**config.mk**
```make
export PLATFORM = sky130hd
export DESIGN_NAME = trigger_window_scheduler
export DESIGN_NICKNAME = d
export VERILOG_FILES = /design/src/rtl/trigger_window_scheduler.sv
export SDC_FILE = /design/constraint.sdc
export NUM_CORES = 1
export LEC_CHECK = 0
export BUFFER_PORTS_ARGS = -buffer_cell sky130_fd_sc_hd__clkbuf_2
export CAP_MARGIN = 10
export CORE_AREA = 2 2 79 62
export DETAILED_ROUTE_END_ITERATION = 10
export DIE_AREA = 0 0 81 64
export GPL_TIMING_DRIVEN = 1
export PLACE_DENSITY = 0.65
export SETUP_SLACK_MARGIN = 0.2
export SYNTH_ARGS = -nofsm -noshare
export SYNTH_HDL_FRONTEND = slang
export SYNTH_SLANG_ARGS = --single-unit
```
**constraint.sdc**
```tcl
create_clock -name CLK -period 5.1 [get_ports CLK]
set_input_delay 0 -clock CLK [delete_from_list [all_inputs] [get_ports CLK]]
set_output_delay 0 -clock CLK [all_outputs]
set_load 0.02 [all_outputs]
```
**src/rtl/trigger_window_scheduler.sv**
```systemverilog
// trigger_window_scheduler: shares one acquisition window among N_CH stretched
// hit lines with round-robin arbitration. A window covers the hit duration plus
// a programmable extension and is followed by a programmable hold-off. Lengths
// are loaded through a valid/ready handshake that is accepted only while idle.
// Optional feature macro: TRIG_COUNTER_EN adds saturating TRIG_COUNT and
// DROP_COUNT outputs.
module trigger_window_scheduler #(
   parameter int N_CH                = 4,
   parameter int CH_ID_WIDTH         = 2,
   parameter int LEN_WIDTH           = 5,
   parameter int DEFAULT_EXTEND_LEN  = 4,
   parameter int DEFAULT_HOLDOFF_LEN = 2
) (
   input  logic                   CLK,
   input  logic                   RESET,
   input  logic                   CFG_VALID,
   output logic                   CFG_READY,
   input  logic [LEN_WIDTH-1:0]   CFG_EXTEND_LEN,
   input  logic [LEN_WIDTH-1:0]   CFG_HOLDOFF_LEN,
   input  logic [N_CH-1:0]        HIT_IN,
   output logic                   WINDOW_OUT,
   output logic [CH_ID_WIDTH-1:0] WINDOW_CH,
   output logic                   WINDOW_START,
   output logic                   WINDOW_END,
   output logic                   BUSY,
   output logic                   DROPPED
`ifdef TRIG_COUNTER_EN
   ,
   output logic [15:0]            TRIG_COUNT,
   output logic [15:0]            DROP_COUNT
`endif
);

   typedef enum logic [1:0] {
      S_IDLE    = 2'd0,
      S_ACTIVE  = 2'd1,
      S_EXTEND  = 2'd2,
      S_HOLDOFF = 2'd3
   } state_t;

   state_t                 state_q, state_d;
   logic [LEN_WIDTH-1:0]   cnt_q, cnt_d;
   logic [CH_ID_WIDTH-1:0] ch_q, ch_d;
   logic [CH_ID_WIDTH-1:0] ptr_q, ptr_d;
   logic [LEN_WIDTH-1:0]   extend_len_q, extend_len_d;
   logic [LEN_WIDTH-1:0]   holdoff_len_q, holdoff_len_d;
   logic                   start_q, start_d;
   logic [N_CH-1:0]        hit_q;
   logic [N_CH-1:0]        hit_dly_q;

   logic                   grant_vld;
   logic [CH_ID_WIDTH-1:0] grant_ch;
   logic [CH_ID_WIDTH-1:0] cand;
   logic                   hit_cur;
   logic [N_CH-1:0]        own_mask;
   logic [N_CH-1:0]        rise;
   logic                   cfg_ready;
   logic                   extend_last;
   logic                   holdoff_last;

   // Round-robin search: first requester strictly after the last granted index
   always_comb begin
      grant_vld = 1'b0;
      grant_ch  = '0;
      cand      = '0;
      for (int i = 1; i <= N_CH; i++) begin
         cand = CH_ID_WIDTH'((int'(ptr_q) + i) % N_CH);
         if (!grant_vld && hit_q[cand]) begin
            grant_vld = 1'b1;
            grant_ch  = cand;
         end
      end
   end

   // Per-window decode: granted hit level, edge detect and terminal counts
   always_comb begin
      hit_cur      = hit_q[ch_q];
      own_mask     = N_CH'(1) << ch_q;
      rise         = hit_q & ~hit_dly_q;
      cfg_ready    = (state_q == S_IDLE) && !RESET;
      extend_last  = (cnt_q == extend_len_q - LEN_WIDTH'(1));
      holdoff_last = (cnt_q == holdoff_len_q - LEN_WIDTH'(1));
   end

   // Next-state logic, configuration capture and grant latching
   always_comb begin
      state_d       = state_q;
      cnt_d         = cnt_q;
      ch_d          = ch_q;
      ptr_d         = ptr_q;
      extend_len_d  = extend_len_q;
      holdoff_len_d = holdoff_len_q;
      start_d       = 1'b0;

      if (CFG_VALID && cfg_ready) begin
         extend_len_d  = CFG_EXTEND_LEN;
         holdoff_len_d = CFG_HOLDOFF_LEN;
      end

      case (state_q)
         S_IDLE: begin
            if (grant_vld) begin
               ch_d    = grant_ch;
               ptr_d   = grant_ch;
               cnt_d   = '0;
               start_d = 1'b1;
               state_d = S_ACTIVE;
            end
         end
         S_ACTIVE: begin
            if (!hit_cur) begin
               cnt_d = '0;
               if (extend_len_q != '0) begin
                  state_d = S_EXTEND;
               end else if (holdoff_len_q != '0) begin
                  state_d = S_HOLDOFF;
               end else begin
                  state_d = S_IDLE;
               end
            end
         end
         S_EXTEND: begin
            if (hit_cur) begin
               cnt_d   = '0;
               state_d = S_ACTIVE;
            end else if (extend_last) begin
               cnt_d   = '0;
               state_d = (holdoff_len_q != '0) ? S_HOLDOFF : S_IDLE;
            end else begin
               cnt_d = cnt_q + LEN_WIDTH'(1);
            end
         end
         S_HOLDOFF: begin
            if (holdoff_last) begin
               cnt_d   = '0;
               state_d = S_IDLE;
            end else begin
               cnt_d = cnt_q + LEN_WIDTH'(1);
            end
         end
         default: begin
            state_d = S_IDLE;
         end
      endcase
   end

   // Output decode from registered state so pulses align with window cycles
   always_comb begin
      CFG_READY    = cfg_ready;
      WINDOW_OUT   = (state_q == S_ACTIVE) || (state_q == S_EXTEND);
      WINDOW_CH    = ch_q;
      WINDOW_START = start_q;
      WINDOW_END   = ((state_q == S_ACTIVE) && !hit_cur && (extend_len_q == '0)) ||
                     ((state_q == S_EXTEND) && !hit_cur && extend_last);
      BUSY         = (state_q != S_IDLE);
      DROPPED      = (state_q != S_IDLE) && (|(rise & ~own_mask));
   end

   // State, counters, configuration and two-stage hit sampling
   always_ff @(posedge CLK) begin
      if (RESET) begin
         state_q       <= S_IDLE;
         cnt_q         <= '0;
         ch_q          <= '0;
         ptr_q         <= CH_ID_WIDTH'(N_CH - 1);
         extend_len_q  <= LEN_WIDTH'(DEFAULT_EXTEND_LEN);
         holdoff_len_q <= LEN_WIDTH'(DEFAULT_HOLDOFF_LEN);
         start_q       <= 1'b0;
         hit_q         <= '0;
         hit_dly_q     <= '0;
      end else begin
         state_q       <= state_d;
         cnt_q         <= cnt_d;
         ch_q          <= ch_d;
         ptr_q         <= ptr_d;
         extend_len_q  <= extend_len_d;
         holdoff_len_q <= holdoff_len_d;
         start_q       <= start_d;
         hit_q         <= HIT_IN;
         hit_dly_q     <= hit_q;
      end
   end

`ifdef TRIG_COUNTER_EN
   logic [15:0] trig_cnt_q, trig_cnt_d;
   logic [15:0] drop_cnt_q, drop_cnt_d;

   function automatic logic [15:0] sat_inc16(input logic [15:0] v);
      return (v == 16'hFFFF) ? v : v + 16'd1;
   endfunction

   // Event counters that stick at full scale instead of wrapping
   always_comb begin
      trig_cnt_d = WINDOW_START ? sat_inc16(trig_cnt_q) : trig_cnt_q;
      drop_cnt_d = DROPPED ? sat_inc16(drop_cnt_q) : drop_cnt_q;
      TRIG_COUNT = trig_cnt_q;
      DROP_COUNT = drop_cnt_q;
   end

   // Counter registers
   always_ff @(posedge CLK) begin
      if (RESET) begin
         trig_cnt_q <= '0;
         drop_cnt_q <= '0;
      end else begin
         trig_cnt_q <= trig_cnt_d;
         drop_cnt_q <= drop_cnt_d;
      end
   end
`endif

endmodule
```
== Yosys cells after proc, flatten, opt, wreduce, memory -nomap -nowiden ==
Cells that the tools add are included.
Storage, ports and cells
  bits in registers: 30
  logic and storage cells: 96
  output and inout bits: 8
Cells by class
  eq/ne operators: 9
  bitwise logic cells: 5
  order comparisons: 5
  mux-type cells: 33
  add/sub/neg operators: 7
  reduce and logical (&&, ||, !) cells: 27
  shift-type cells: 1
Operators by type and width (count)
  $mux W5: 5
  $mux W2: 11
  $pmux W5 S4: 1
  $lt A2 B3 Y1 const B: 5
  $bmux W1 S2: 5
  $eq A5 B5 Y1: 2
  $logic_and A1 B1 Y1: 10
  $mux W1: 10
  $reduce_bool A5 Y1: 2
  $sub A5 B1 Y5 const B: 2
  $and A4 B4 Y4: 2
  $not A4 Y4: 2
  $pmux W2 S4: 1
  $ne A2 B2 Y1 const B: 3
  $add A5 B1 Y5 const B: 1
  $logic_not A1 Y1: 5
  $logic_not A5 Y1: 1
  $add A2 B1 Y2 const B: 2
  $add A2 B2 Y2 const B: 2
  $eq A2 B2 Y1 const B: 2
  $reduce_and A2 Y1: 2
  $reduce_and A4 Y1: 1
  $reduce_or A4 Y1: 1
  $shl A1 B2 Y4 const A: 1
  other kinds (7): 8

== Logic depth before layout (Yosys ltp) ==
  depth in word-level cells: 15
  mapped depth: 9
  mapped depth without buffers: 8

== Worst setup path after synthesis ==
Ideal clock, no wire load.
  kind: flip-flop to flip-flop
  from: reg ch_q[0], in the netlist WINDOW_CH[0]
  to: reg cnt_q[3]
  arrival: 2.073 ns
  cell stages (with the launch flop): 6
  path buffers: 0
  slack: 2.953 ns
  library setup time: 0.074 ns
  path through: dfxtp_1 > mux4_2 > a22oi_2 > o21ai_2 > or4_1 > a31oi_1
Between the ends
  cells in the longest elaborated chain, start to end: 4
  elaborated cells between the ends (all ways): 6
  those cells by class: eq/ne (1); mux (4); reduce/logical (1)
RTL lines
  from (decl): RTL line 43  | logic [CH_ID_WIDTH-1:0] ch_q, ch_d;
  from (signal assigned): RTL line 174  | ch_q <= ch_d;
  $bmux W1 S2 (*): RTL line 77  | hit_cur = hit_q[ch_q];
  $mux W1 (not written as such) (*): RTL line 77
  $mux W5 / $ne A2 B2 Y1 (equally long branches)
  $pmux W5 S4 / $reduce_and A2 Y1 (equally long branches)
  to (signal assigned): RTL line 173  | cnt_q <= cnt_d;
  to (decl): RTL line 42  | logic [LEN_WIDTH-1:0] cnt_q, cnt_d;
Mark *: on every way between the ends. The rest lies on a longest branch, timed or not. The select of a mux whose other input is x is not followed.
A chain may end at the register's enable or synchronous reset.

== Final worst setup path ==
  from: reg extend_len_q[0]
  to: reg state_q[0]
Between the ends
  cells in the longest elaborated chain, start to end: 4
  elaborated cells between the ends (all ways): 8
  those cells by class: add/sub (1); eq/ne (2); mux (3); reduce/logical (2)
RTL lines
  from (decl): RTL line 45  | logic [LEN_WIDTH-1:0] extend_len_q, extend_len_d;
  from (signal assigned): RTL line 166  | extend_len_q <= LEN_WIDTH'(DEFAULT_EXTEND_LEN);
  from (signal assigned): RTL line 176  | extend_len_q <= extend_len_d;
  $sub A5 B1 Y5 / $reduce_bool A5 Y1 (equally long branches): RTL line 81, 113
  $eq A5 B5 Y1 / $mux W2 (equally long branches): RTL line 81, 113
  $ne A3 B3 Y1 (no line) / $mux W2 (equally long branches)
  $reduce_and A4 Y1 (no line) / $pmux W2 S4 (equally long branches)
  to (signal assigned): RTL line 172  | state_q <= state_d;
  to (decl): RTL line 41  | state_t state_q, state_d;
Several ways; a longest one is shown, not always the timed one. The select of a mux whose other input is x is not followed.

==> tab_implementation.tex <==
\begin{tabular}{lr}
\hline
Metric & Value \\
\hline
\multicolumn{2}{l}{\textbf{Synth}} \\
Cell type with the largest total area after synthesis & dfxtp\_1 \\
Dominant cells by area after synthesis & dfxtp\_1 35\%, ha\_1 5.9\%, nor2\_1 4.4\%, nand2\_1 4.2\%, nor2b\_1 3.7\% \\
Synth warnings & 0 \\
Number of storage elements in the synthesis netlist & 30 \\
Number of flops mapped to enable cells by yosys & 0 \\
Top-count cell post-synth & dfxtp\_1 \\
Top cell types by occurrence after synthesis & 30 x dfxtp\_1, 20 x nor2\_1, 19 x nand2\_1, 11 x inv\_1, 10 x nor2b\_1 \\
Per-instance average area after synthesis & roughly 8.4 µm² \\
Netlist area before placement & around 1700 µm² \\
Fraction of registers with async set/reset & 0\% \\
Number of cells produced by synthesis & 204 \\
Number of different library cells in the post-synthesis netlist & 48 \\
Most frequently used flop master after synthesis & dfxtp\_1 \\
Synth Net Count & $\sim$230 \\
Post-synthesis sequential area ratio & about a third \\
Area fraction of the dominant cell type after synthesis & 35.1\% \\
\multicolumn{2}{l}{\textbf{Worst setup path}} \\
Type of destination of the critical path & register \\
Register-to-Register Setup Slack & 2.82 ns \\
Crit path kind & register to register \\
Crit path arrival time & 2.43 ns \\
Critical path fanouts, max & 9 \\
Worst-path cell with the longest stage delay & a2111oi\_2 \\
CP startpoint kind & register \\
Worst path max stage delay & $\sim$0.53 ns \\
Data required time of the worst path & 5.25 ns \\
Reg2reg start & extend\_len\_q[0] \\
Worst-case reg-to-reg path depth & 8 \\
Critical Path, Cell by Cell & inv\_1 -> ha\_1 -> xnor2\_1 -> o2bb2ai\_1 -> a2111oi\_2 -> o2bb2ai\_2 -> nor4\_1 -> nor3\_1 \\
Worst R2R End & state\_q[0] \\
\multicolumn{2}{l}{\textbf{Placed design}} \\
Detailed placer's ending HPWL & $\sim$2600 µm \\
DP Worst Slack & 2.84 ns \\
Cell count after placement & $\sim$280 \\
Port buffer count & 24 \\
Routability cong. & approximately 0.83 \\
\multicolumn{2}{l}{\textbf{Timing}} \\
PnR worst setup slack & 2.82 ns \\
RSZ-0062 raised after global routing & false \\
Transition time at the pin with the least slew margin & 0.702 ns \\
Final hold violations & 0 \\
Final number of max-transition violations & 0 \\
Shortest clock period the worst path allows after layout & 2.28 ns \\
Headroom to the max-slew limit & a little over half \\
Ratio of final minimum period to clock period & between 40\% and 50\% \\
Skew final & about 0.0065 ns \\
Final setup vio count & 0 \\
Sum of negative setup slack & 0 ns \\
Highest Clock Rate & 0.439 GHz \\
\multicolumn{2}{l}{\textbf{Route}} \\
Post-route ant nets & 0 \\
Total number of vias & approximately 1500 \\
First-pass iteration count of the detailed router & 4 \\
Via density & just over 5 \\
DRT iter0 DRCs & about 120 \\
Drt total wl & about 3700 µm \\
DRC Markers & 0 \\
Mean routed wirelength per cell & 12.5 µm \\
\multicolumn{2}{l}{\textbf{Finish}} \\
Final net count & 266 \\
Layout Utilization & 48.1\% \\
Synthesis-to-layout area growth & 22.7\% \\
Non-filler cells in the finished layout & roughly 300 \\
Fraction of layout instances using a drive strength above 1 & about 16\% \\
Antenna diode count & 0 \\
\multicolumn{2}{l}{\textbf{Clocking}} \\
TritonCTS clock tree & yes \\
Reg clk slew, reported paths & roughly 0.070 ns \\
Number of instances resized during post-cts repair & 0 \\
Number of H-tree levels & 2 \\
Clock insertion delay at the later pin of the skew report & $\sim$0.29 ns \\
Num CTS Buffers & 5 \\
Maximum clock path buffer count & 2 \\
Number of clock sinks seen by CTS & 30 \\
Cell at the root of the clock tree & clkbuf\_8 \\
\multicolumn{2}{l}{\textbf{Worst hold path}} \\
Min-Delay Endpoint & holdoff\_len\_q[1] \\
Worst Hold Path Cells & 4 \\
Worst min path class & input port to register \\
Launch point of the worst hold path & CFG\_VALID \\
\multicolumn{2}{l}{\textbf{GRT}} \\
Initial antenna violation count & 0 \\
First-pass GRT wire length & 6620 µm \\
Remaining global-route overflow & 0 \\
GR Util All Layers & 16.5\% \\
Largest net degree at the start of global routing & 33 \\
Via count of the first global-routing pass & $\sim$1500 \\
\multicolumn{2}{l}{\textbf{Power}} \\
Net switching power figure & roughly 0.00031 W \\
Logic gate share of total power & about 37\% \\
Pint & just over 0.0005 W \\
PD cells & 393 nW/µm² \\
Leakage power summed over all cells & roughly 0.87 nW \\
Switching power share of the total & 38.2\% \\
Worst IR Drop VDD & a little over 0.2 mV \\
Clk pwr share & 24.6\% \\
Part of the total power dissipated in sequential elements & roughly two fifths \\
\multicolumn{2}{l}{\textbf{Floorplan}} \\
Initial core utilization & between 30\% and 40\% \\
Area of the die & between 5000 and 6000 µm² \\
Horizontal die dimension & just over 80 µm \\
I/O pin cnt & 25 \\
Floorplan die height & roughly 64 µm \\
Core Area & 4360 µm² \\
Standard-cell rows & 21 \\
\multicolumn{2}{l}{\textbf{Run status}} \\
Status & completed \\
\multicolumn{2}{l}{\textbf{Flow run}} \\
Number of max-cap violations & 0 \\
\hline
\end{tabular}
## kinds of logic after synthesis
family,count (synthesis),share of synthesized area [%]
fa+ha+maj,8,5.86
simple gates,87,27.2
buf+inv,19,4.68
xor+xnor,11,5.64
flops,30,35.1
compound gates,47,19.5
mux,2,1.90
## how the worst max path moves through the flow
stage / start / endpoint / cells after the start
after CTS: extend_len_q[0] / WINDOW_END / 8
after floorplan: WINDOW_CH[0] / cnt_q[3] / 5
after detailed placement: extend_len_q[0] / state_q[0] / 8
final: extend_len_q[0] / state_q[0] / 8
after global placement: extend_len_q[0] / state_q[0] / 8
after global routing: extend_len_q[0] / state_q[0] / 8
## routing by layer
metal	vias to the layer above	routed length [µm]	GRT usage, %
met3	5	115	5.23
li1	795	-	-
met2	26	1640	25.6
met5	-	0	0
met1	705	1940	21.5
met4	0	40	5.51
## what timing repair did
action	in CTS	in global routing
setup buffers	0	0
hold buffers	14	0
hold endpoints to repair	14	0
## per-stage QoR
step | total power (W) | instance area (µm²) | hold slack [ns]
3_3_place_gp | 0.000615 | 1860 | 0.192
5_1_grt | 0.000886 | 2100 | 0.0655
4_1_cts | 0.000829 | 2100 | 0.0419
2_1_floorplan | 0.000545 | 1710 | 0.0867
6_report | 0.000825 | 2100 | 0.0401
3_5_place_dp | 0.000618 | 1860 | 0.186
## worst max-delay path: cells and delay by family, from the launching register on
family	cells	cell delay, ns
DFF	1	0.37
and+or+nand+nor	2	0.42
buffers and inverters	1	0.08
xor gates and xnor gates	1	0.14
adders and majority gates	1	0.26
AOI/OAI and AO/OA	3	0.88
## final cells by class
type | count | area (µm²)
Sequential cell | 30 | 601
Inverter | 11 | 41.3
Fill cell | 459 | 2260
Clock buffer | 6 | 82.6
Tap cell | 57 | 71.3
Clock inverter | 2 | 12.5
Timing Repair Buffer | 38 | 260
Multi-Input combinational cell | 155 | 1030
## cell usage in the layout (no fill, tap or decap), types with 5 or more instances in the layout
cell | Yosys | final
nor2b_1 | 10 | 10
dfxtp_1 | 30 | 30
clkbuf_8 | 0 | 6
nand2_1 | 19 | 19
clkbuf_2 | 0 | 24
nand2b_1 | 8 | 8
a31oi_1 | 6 | 6
o21ai_0 | 9 | 9
dlygate4sd3_1 | 0 | 14
nor2_1 | 20 | 20
xnor2_1 | 7 | 7
nand3_1 | 5 | 5
a21oi_1 | 7 | 7
inv_1 | 11 | 11
ha_1 | 8 | 8
## state kept, by name (all words and copies together) (netlist names)
signal         flops
cnt_q              5
hit_q              4
WINDOW_CH          2
holdoff_len_q      5
state_q            2
hit_dly_q          4
extend_len_q       5
WINDOW_START       1
ptr_q              2
## power by group through the flow
| stage | Clock (W) | Sequential [W] | Combinational [W] |
|---|---|---|---|
| detailed placement | 0 | 0.000319 | 0.000299 |
| global placement | 0 | 0.000318 | 0.000297 |
| global route | 0.000220 | 0.000321 | 0.000345 |
| finish | 0.000203 | 0.000314 | 0.000308 |
| floorplan | 0 | 0.000311 | 0.000234 |
| CTS | 0.000207 | 0.000314 | 0.000309 |
Power figures use the tool's default switching activity.
